===== config.mk =====
export PLATFORM = sky130hd
export DESIGN_NAME = issue_ctrl
export DESIGN_NICKNAME = d
export VERILOG_FILES = /design/src/rtl/issue_ctrl_pkg.sv /design/src/rtl/issue_scoreboard.sv /design/src/rtl/issue_ctrl.sv
export SDC_FILE = /design/constraint.sdc
export NUM_CORES = 1
export LEC_CHECK = 0
export CELL_PAD_IN_SITES_DETAIL_PLACEMENT = 1
export CELL_PAD_IN_SITES_GLOBAL_PLACEMENT = 1
export CORE_MARGIN = 4
export CORE_UTILIZATION = 39
export CTS_CLUSTER_DIAMETER = 100
export CTS_CLUSTER_SIZE = 8
export DETAILED_ROUTE_END_ITERATION = 8
export PLACE_DENSITY = 0.79
export SLEW_MARGIN = 25
export SYNTH_ARGS = -nofsm -noshare
export SYNTH_HDL_FRONTEND = slang
export SYNTH_HIERARCHICAL = 1
export SYNTH_SLANG_ARGS = --single-unit

===== constraint.sdc =====
create_clock -name clk -period 8.01 [get_ports clk]
set_clock_uncertainty 0.15 [all_clocks]
set_input_delay 0.801 -clock clk [delete_from_list [all_inputs] [get_ports clk]]
set_output_delay 0.801 -clock clk [all_outputs]
set_load 0.01 [all_outputs]

===== src/rtl/issue_ctrl_pkg.sv =====
// Shared decode definitions for the issue controller: RV64IM opcode map,
// instruction field extraction and the per-opcode operand-use summary.
package issue_ctrl_pkg;

   localparam logic [6:0] OP        = 7'b0110011;
   localparam logic [6:0] OP_32     = 7'b0111011;
   localparam logic [6:0] OP_IMM    = 7'b0010011;
   localparam logic [6:0] OP_IMM_32 = 7'b0011011;
   localparam logic [6:0] LOAD      = 7'b0000011;
   localparam logic [6:0] STORE     = 7'b0100011;
   localparam logic [6:0] BRANCH    = 7'b1100011;
   localparam logic [6:0] JAL       = 7'b1101111;
   localparam logic [6:0] JALR      = 7'b1100111;
   localparam logic [6:0] LUI       = 7'b0110111;
   localparam logic [6:0] AUIPC     = 7'b0010111;

   localparam logic [6:0] FUNCT7_MULDIV = 7'b0000001;

   typedef enum logic [1:0] {
      USE_NONE    = 2'd0,
      USE_RS1     = 2'd1,
      USE_RS1_RS2 = 2'd2
   } opnd_use_e;

   typedef struct packed {
      opnd_use_e opnd;
      logic      writes_rd;
      logic      long_lat;
      logic      illegal;
   } dec_t;

   function automatic logic [6:0] f_opcode(input logic [31:0] instr);
      return instr[6:0];
   endfunction

   function automatic logic [4:0] f_rd(input logic [31:0] instr);
      return instr[11:7];
   endfunction

   function automatic logic [4:0] f_rs1(input logic [31:0] instr);
      return instr[19:15];
   endfunction

   function automatic logic [4:0] f_rs2(input logic [31:0] instr);
      return instr[24:20];
   endfunction

   function automatic logic [6:0] f_funct7(input logic [31:0] instr);
      return instr[31:25];
   endfunction

   function automatic dec_t decode(input logic [31:0] instr);
      dec_t d;
      d.opnd      = USE_NONE;
      d.writes_rd = 1'b0;
      d.long_lat  = 1'b0;
      d.illegal   = 1'b0;
      case (f_opcode(instr))
         OP, OP_32: begin
            d.opnd      = USE_RS1_RS2;
            d.writes_rd = 1'b1;
            d.long_lat  = (f_funct7(instr) == FUNCT7_MULDIV);
         end
         STORE, BRANCH: begin
            d.opnd      = USE_RS1_RS2;
         end
         OP_IMM, OP_IMM_32, JALR: begin
            d.opnd      = USE_RS1;
            d.writes_rd = 1'b1;
         end
         LOAD: begin
            d.opnd      = USE_RS1;
            d.writes_rd = 1'b1;
            d.long_lat  = 1'b1;
         end
         LUI, AUIPC, JAL: begin
            d.writes_rd = 1'b1;
         end
         default: begin
            d.illegal   = 1'b1;
         end
      endcase
      return d;
   endfunction

endpackage


===== src/rtl/issue_scoreboard.sv =====
// Busy-register scoreboard for long-latency producers; a set and a clear of
// the same register in one cycle leaves it busy. x0 can never become busy.
module issue_scoreboard
   import issue_ctrl_pkg::*;
(
   input  logic        clk,
   input  logic        rst,
   input  logic        set_en,
   input  logic [4:0]  set_rd,
   input  logic        clr_en,
   input  logic [4:0]  clr_rd,
   output logic [31:0] busy
);

   logic [31:0] busy_r;
   logic [31:0] set_mask_s;
   logic [31:0] clr_mask_s;
   logic [31:0] busy_nxt_s;

   // next busy vector: clear first, then set so the set has priority
   always_comb begin
      set_mask_s = (set_en && (set_rd != 5'd0)) ? (32'd1 << set_rd) : 32'd0;
      clr_mask_s = (clr_en && (clr_rd != 5'd0)) ? (32'd1 << clr_rd) : 32'd0;
      busy_nxt_s = (busy_r & ~clr_mask_s) | set_mask_s;
   end

   // busy register
   always_ff @(posedge clk or posedge rst) begin
      if (rst) begin
         busy_r <= 32'd0;
      end else begin
         busy_r <= busy_nxt_s;
      end
   end

   assign busy = busy_r;

endmodule


===== src/rtl/issue_ctrl.sv =====
// In-order issue controller: one-entry decode slot, busy-scoreboard hazard
// check against long-latency producers, and a registered issue stage.
module issue_ctrl
   import issue_ctrl_pkg::*;
(
   input  logic        clk,
   input  logic        rst,
   input  logic        fetch_valid,
   input  logic [31:0] fetch_instr,
   input  logic [63:0] fetch_pc,
   output logic        fetch_ready,
   output logic        iss_valid,
   output logic [31:0] iss_instr,
   output logic [63:0] iss_pc,
   output logic        iss_illegal,
   input  logic        iss_ready,
   input  logic        wb_valid,
   input  logic [4:0]  wb_rd,
   input  logic        flush,
   output logic [31:0] busy,
   output logic [15:0] stall_cycles
);

   logic        slot_valid_r;
   logic [31:0] slot_instr_r;
   logic [63:0] slot_pc_r;
   logic        iss_valid_r;
   logic [31:0] iss_instr_r;
   logic [63:0] iss_pc_r;
   logic        iss_illegal_r;
   logic [15:0] stall_r;

   dec_t        dec_s;
   logic [4:0]  rs1_s;
   logic [4:0]  rs2_s;
   logic [4:0]  rd_s;
   logic        hazard_s;
   logic        slot_move_s;
   logic        fetch_fire_s;
   logic        set_en_s;

   // decode the slot and check it against the registered busy vector (no bypass)
   always_comb begin
      dec_s        = decode(slot_instr_r);
      rs1_s        = f_rs1(slot_instr_r);
      rs2_s        = f_rs2(slot_instr_r);
      rd_s         = f_rd(slot_instr_r);
      hazard_s     = ((dec_s.opnd != USE_NONE) && busy[rs1_s]) ||
                     ((dec_s.opnd == USE_RS1_RS2) && busy[rs2_s]) ||
                     (dec_s.writes_rd && busy[rd_s]);
      slot_move_s  = slot_valid_r && !hazard_s && (!iss_valid_r || iss_ready) && !flush;
      fetch_ready  = !flush && (!slot_valid_r || slot_move_s);
      fetch_fire_s = fetch_valid && fetch_ready;
      set_en_s     = slot_move_s && dec_s.long_lat;
   end

   issue_scoreboard u_scoreboard (
      .clk    (clk),
      .rst    (rst),
      .set_en (set_en_s),
      .set_rd (rd_s),
      .clr_en (wb_valid),
      .clr_rd (wb_rd),
      .busy   (busy)
   );

   // decode slot
   always_ff @(posedge clk or posedge rst) begin
      if (rst) begin
         slot_valid_r <= 1'b0;
         slot_instr_r <= 32'd0;
         slot_pc_r    <= 64'd0;
      end else if (flush) begin
         slot_valid_r <= 1'b0;
      end else if (fetch_fire_s) begin
         slot_valid_r <= 1'b1;
         slot_instr_r <= fetch_instr;
         slot_pc_r    <= fetch_pc;
      end else if (slot_move_s) begin
         slot_valid_r <= 1'b0;
      end else begin
         slot_valid_r <= slot_valid_r;
      end
   end

   // issue register: payload only changes on a slot move, so it holds under backpressure
   always_ff @(posedge clk or posedge rst) begin
      if (rst) begin
         iss_valid_r   <= 1'b0;
         iss_instr_r   <= 32'd0;
         iss_pc_r      <= 64'd0;
         iss_illegal_r <= 1'b0;
      end else if (flush) begin
         iss_valid_r   <= 1'b0;
      end else if (slot_move_s) begin
         iss_valid_r   <= 1'b1;
         iss_instr_r   <= slot_instr_r;
         iss_pc_r      <= slot_pc_r;
         iss_illegal_r <= dec_s.illegal;
      end else if (iss_ready) begin
         iss_valid_r   <= 1'b0;
      end else begin
         iss_valid_r   <= iss_valid_r;
      end
   end

   // saturating hazard-stall counter
   always_ff @(posedge clk or posedge rst) begin
      if (rst) begin
         stall_r <= 16'd0;
      end else if (slot_valid_r && hazard_s && !flush && (stall_r != 16'hFFFF)) begin
         stall_r <= stall_r + 16'd1;
      end else begin
         stall_r <= stall_r;
      end
   end

   assign iss_valid    = iss_valid_r;
   assign iss_instr    = iss_instr_r;
   assign iss_pc       = iss_pc_r;
   assign iss_illegal  = iss_illegal_r;
   assign stall_cycles = stall_r;

endmodule

==> results_dict.tcl <==
set metrics [dict create \
    status "finished, final reports clean" \
    rows 59 \
    netlist_area_um2 10520 \
    post_cts_buffers 0 \
    cp_top_family "simple AND/OR/NAND/NOR gates" \
    powerDensity_nw_per_um2 288.0 \
    fmax_mhz 217.6 \
    endpoint "slot_pc_r[42]$_DFFE_PP0P_" \
    route.detailed.drc 0 \
    instances_no_fill 1354 \
    rsz0062_at_grt "false" \
    grt_antenna_before_repair 2 \
    numPortBuffers 253 \
    cp_slowest_cell "dfrtp_1" \
    cp.required_ns 8.24 \
    start_kind "flop" \
    startpoint "slot_instr_r[17]$_DFFE_PP0P_" \
    via_per_inst 5.387 \
    layout.nets 1124 \
    grt_pass1_wl_um 48620 \
    synth_seq_cells 243 \
    met1_usage_pct 28.09 \
    yosys.cell_types.count 47 \
    endpoint_kind "flop" \
    cts_tree "built" \
    worstPathArrival_ns 4.83 \
    dp.cells 1313 \
    finish.utilization_pct 54.29 \
    overflow 0 \
    hold_viol 0 \
    dieArea_um2 29660 \
    timing.rr.start "slot_instr_r[17]$_DFFE_PP0P_" \
    max-vdd-ir-drop_mv 0.1446 \
    num_vias 7294 \
    cts_made_buffers 36 \
    fin_tns_setup_ns 0 \
    power_leakage_nw 6.097 \
    cap_violations 0 \
    syn_nets 862 \
    clockBufferDepth 3 \
    grt_use_total_pct 21.20 \
    layout-drive-gt1-share_pct 25.17 \
    slew_headroom_pct 41.01 \
    fin_crit_sh_pct 57.37 \
    io_pins 254 \
    ctsResizeCount 0 \
    clock-sinks 243 \
    ff2ff_path_depth 9 \
    die-height_um 172.2 \
    drt-total-wl_um 32230 \
    worstSetupPathType "flop to flop" \
    switching_share_pct 27.87 \
    ys_seq_area_share_pct 57.81 \
    fin_crit_ns 4.595 \
    clk_latency_ns 0.50 \
    slew_viol_final 0 \
    ctsHtreeMaxLevel 2 \
    worstMarginPinSlew_ns 0.8848 \
    globalplace.congestion 0.8569 \
    clock-root-buffer "clkbuf_16" \
    postLayoutCellArea_um2 14270 \
    power_frac_seq_pct 42.0 \
    detail_route.wl_per_cell_um 23.80 \
    reg2reg_slack_ns 3.41 \
    first_iter_violations 398 \
    setup_viol 0 \
    power_switching_mw 1.145 \
    avgSynthCellArea_um2 13.95 \
    core_area_um2 26280 \
    dp.final_hpwl_um 21810 \
    top_usage_layer "met2" \
    grtUsageMet3_pct 4.298 \
    p_int_mw 2.964 \
    r2r_end "slot_pc_r[42]$_DFFE_PP0P_" \
    grt_use_met2_pct 35.41 \
    clkPwrFrac_pct 32.0 \
    critPathMaxFanout 51 \
    hp-class "flop to flop" \
    grt_max_degree 108 \
    cpPeakStageDelay_ns 0.91 \
    drt_first_pass_iters 4 \
    hold_buffers 0 \
    cp.buffers_inverters 1 \
    yosysWarnings 6 \
    area_growth_syn_to_layout_pct 35.65 \
    cp.depth 9 \
    critical_path.cell_chain "mux2i_1 -> a22oi_1 -> nand3_1 -> and4_1 -> o31ai_1 -> o31a_1 -> or3b_4 -> buf_4 -> mux2_2" \
    initial_core_util_pct 40.03 \
    drtAntennaViolNets 0 \
    postPlaceCellArea_um2 13330 \
    fp.dieW_um 172.2 \
    netlist_instances 754 \
    cts.reportedPaths.clkPinSlew_ns 0.06 \
    combPwrFrac_pct 26.1 \
    grt_pass1_vias 7952 \
]
==> area by class of cell <==
cell class	count	area [um2]
diodes	2	5.005
clock buffers	36	900.9
clock inverters	3	32.53
fillers	2591	12010
inverters	8	37.54
multi-input cells	467	4208
flip-flops and latches	243	6081
well taps	335	419.2
repair buffers	260	2585
==> cells in the final DEF, fill, tap and decap left out, types with 13 or more instances in the layout <==
cell	synthesis	layout
mux2_2	154	154
o21ai_0	56	56
nand2_1	19	19
xor2_1	13	13
mux2_4	40	40
clkbuf_16	0	36
mux2i_1	42	42
clkdlybuf4s50_1	0	253
dfrtp_1	243	243
nor2_1	20	20
nand3_1	19	19
==> worst min-delay path by stage <==
| stage | startpoint | endpoint | slack [ns] | depth (start not counted) |
|---|---|---|---|---|
| after detailed placement | slot_pc_r[52]$_DFFE_PP0P_ | iss_pc[52]$_DFFE_PP0P_ | 0.34 | 1 |
| final | slot_pc_r[61]$_DFFE_PP0P_ | slot_pc_r[61]$_DFFE_PP0P_ | 0.35 | 1 |
| after floorplan | slot_pc_r[39]$_DFFE_PP0P_ | iss_pc[39]$_DFFE_PP0P_ | 0.32 | 1 |
| after global placement | stall_cycles[8]$_DFFE_PP0P_ | stall_cycles[8]$_DFFE_PP0P_ | 0.32 | 1 |
| after CTS | stall_cycles[4]$_DFFE_PP0P_ | stall_cycles[4]$_DFFE_PP0P_ | 0.35 | 1 |
| after global routing | slot_pc_r[41]$_DFFE_PP0P_ | slot_pc_r[41]$_DFFE_PP0P_ | 0.36 | 1 |
==> cells by family (layout without fill, tap and decap cells) <==
group | count (synthesis) | in the layout | synth area share (%)
other | 0 | 2 | 0
adder cells (fa/ha/maj) | 1 | 1 | 0.1189
multiplexers | 242 | 242 | 27.48
AO/OA/AOI/OAI | 95 | 95 | 5.115
XOR/XNOR | 15 | 15 | 1.249
buffers and inverters | 44 | 307 | 2.260
flip-flops | 243 | 243 | 57.81
AND/OR/NAND/NOR | 114 | 114 | 5.971
==> Yosys cell counts (all sizes together) <==
master	number	area share, %
and3	4	0.24
clkbuf	15	0.54
nor3	8	0.38
or3	2	0.13
nand2	19	0.68
mux2	194	22
nand3b	10	0.71
buf	21	1.4
o21ai	63	3.0
or3b	6	0.50
inv	8	0.29
mux4	6	1.3
nor2b	8	0.48
xor2	13	1.1
and4b	1	0.095
a221oi	1	0.083
and2	2	0.12
nor4	1	0.060
xnor2	2	0.17
nand3	19	0.90
ha	1	0.12
a22oi	9	0.64
o21a	1	0.071
nand4	4	0.24
o311ai	1	0.083
o31a	2	0.17
a211oi	2	0.14
a31oi	2	0.12
o21bai	1	0.071
a21oi	9	0.43
nand2b	6	0.36
o31ai	2	0.14
dfrtp	243	58
or4b	1	0.13
o41ai	1	0.083
or4	1	0.071
and4	2	0.17
o32ai	1	0.083
mux2i	42	4.0
nor2	20	0.71
==> power by group through the flow <==
stage / sequential (mW) / clock, mW / combinational, mW
5_1_grt: 1.76 / 1.40 / 1.14
6_report: 1.72 / 1.31 / 1.07
2_1_floorplan: 1.76 / 0 / 0.425
3_3_place_gp: 1.71 / 0 / 1.05
3_5_place_dp: 1.73 / 0 / 1.08
4_1_cts: 1.73 / 1.35 / 1.09
==> sequential cells by signal, indices dropped and copies added, names as in the netlist <==
signal / flops
iss_illegal: 1
slot_pc_r: 64
slot_instr_r: 32
iss_instr: 32
iss_pc: 64
stall_cycles: 16
iss_valid: 1
u_scoreboard/busy: 32
slot_valid_r: 1
==> routing by layer <==
| layer | vias up | share of wire, % |
|---|---|---|
| li1 | 3242 | - |
| met1 | 3760 | 42 |
| met2 | 232 | 49 |
| met3 | 58 | 5.7 |
| met4 | 2 | 2.6 |
| met5 | - | 0.040 |
==> through the flow <==
step	hold slack [ns]	total power, mW	worst slack, ns
6_report	0.3470	4.110	3.415
5_1_grt	0.3576	4.303	3.215
4_1_cts	0.3453	4.166	3.421
3_5_place_dp	0.3373	2.807	3.431
3_3_place_gp	0.3248	2.764	3.629
2_1_floorplan	0.3237	2.184	1.293
(Power assumes the default switching activity.)
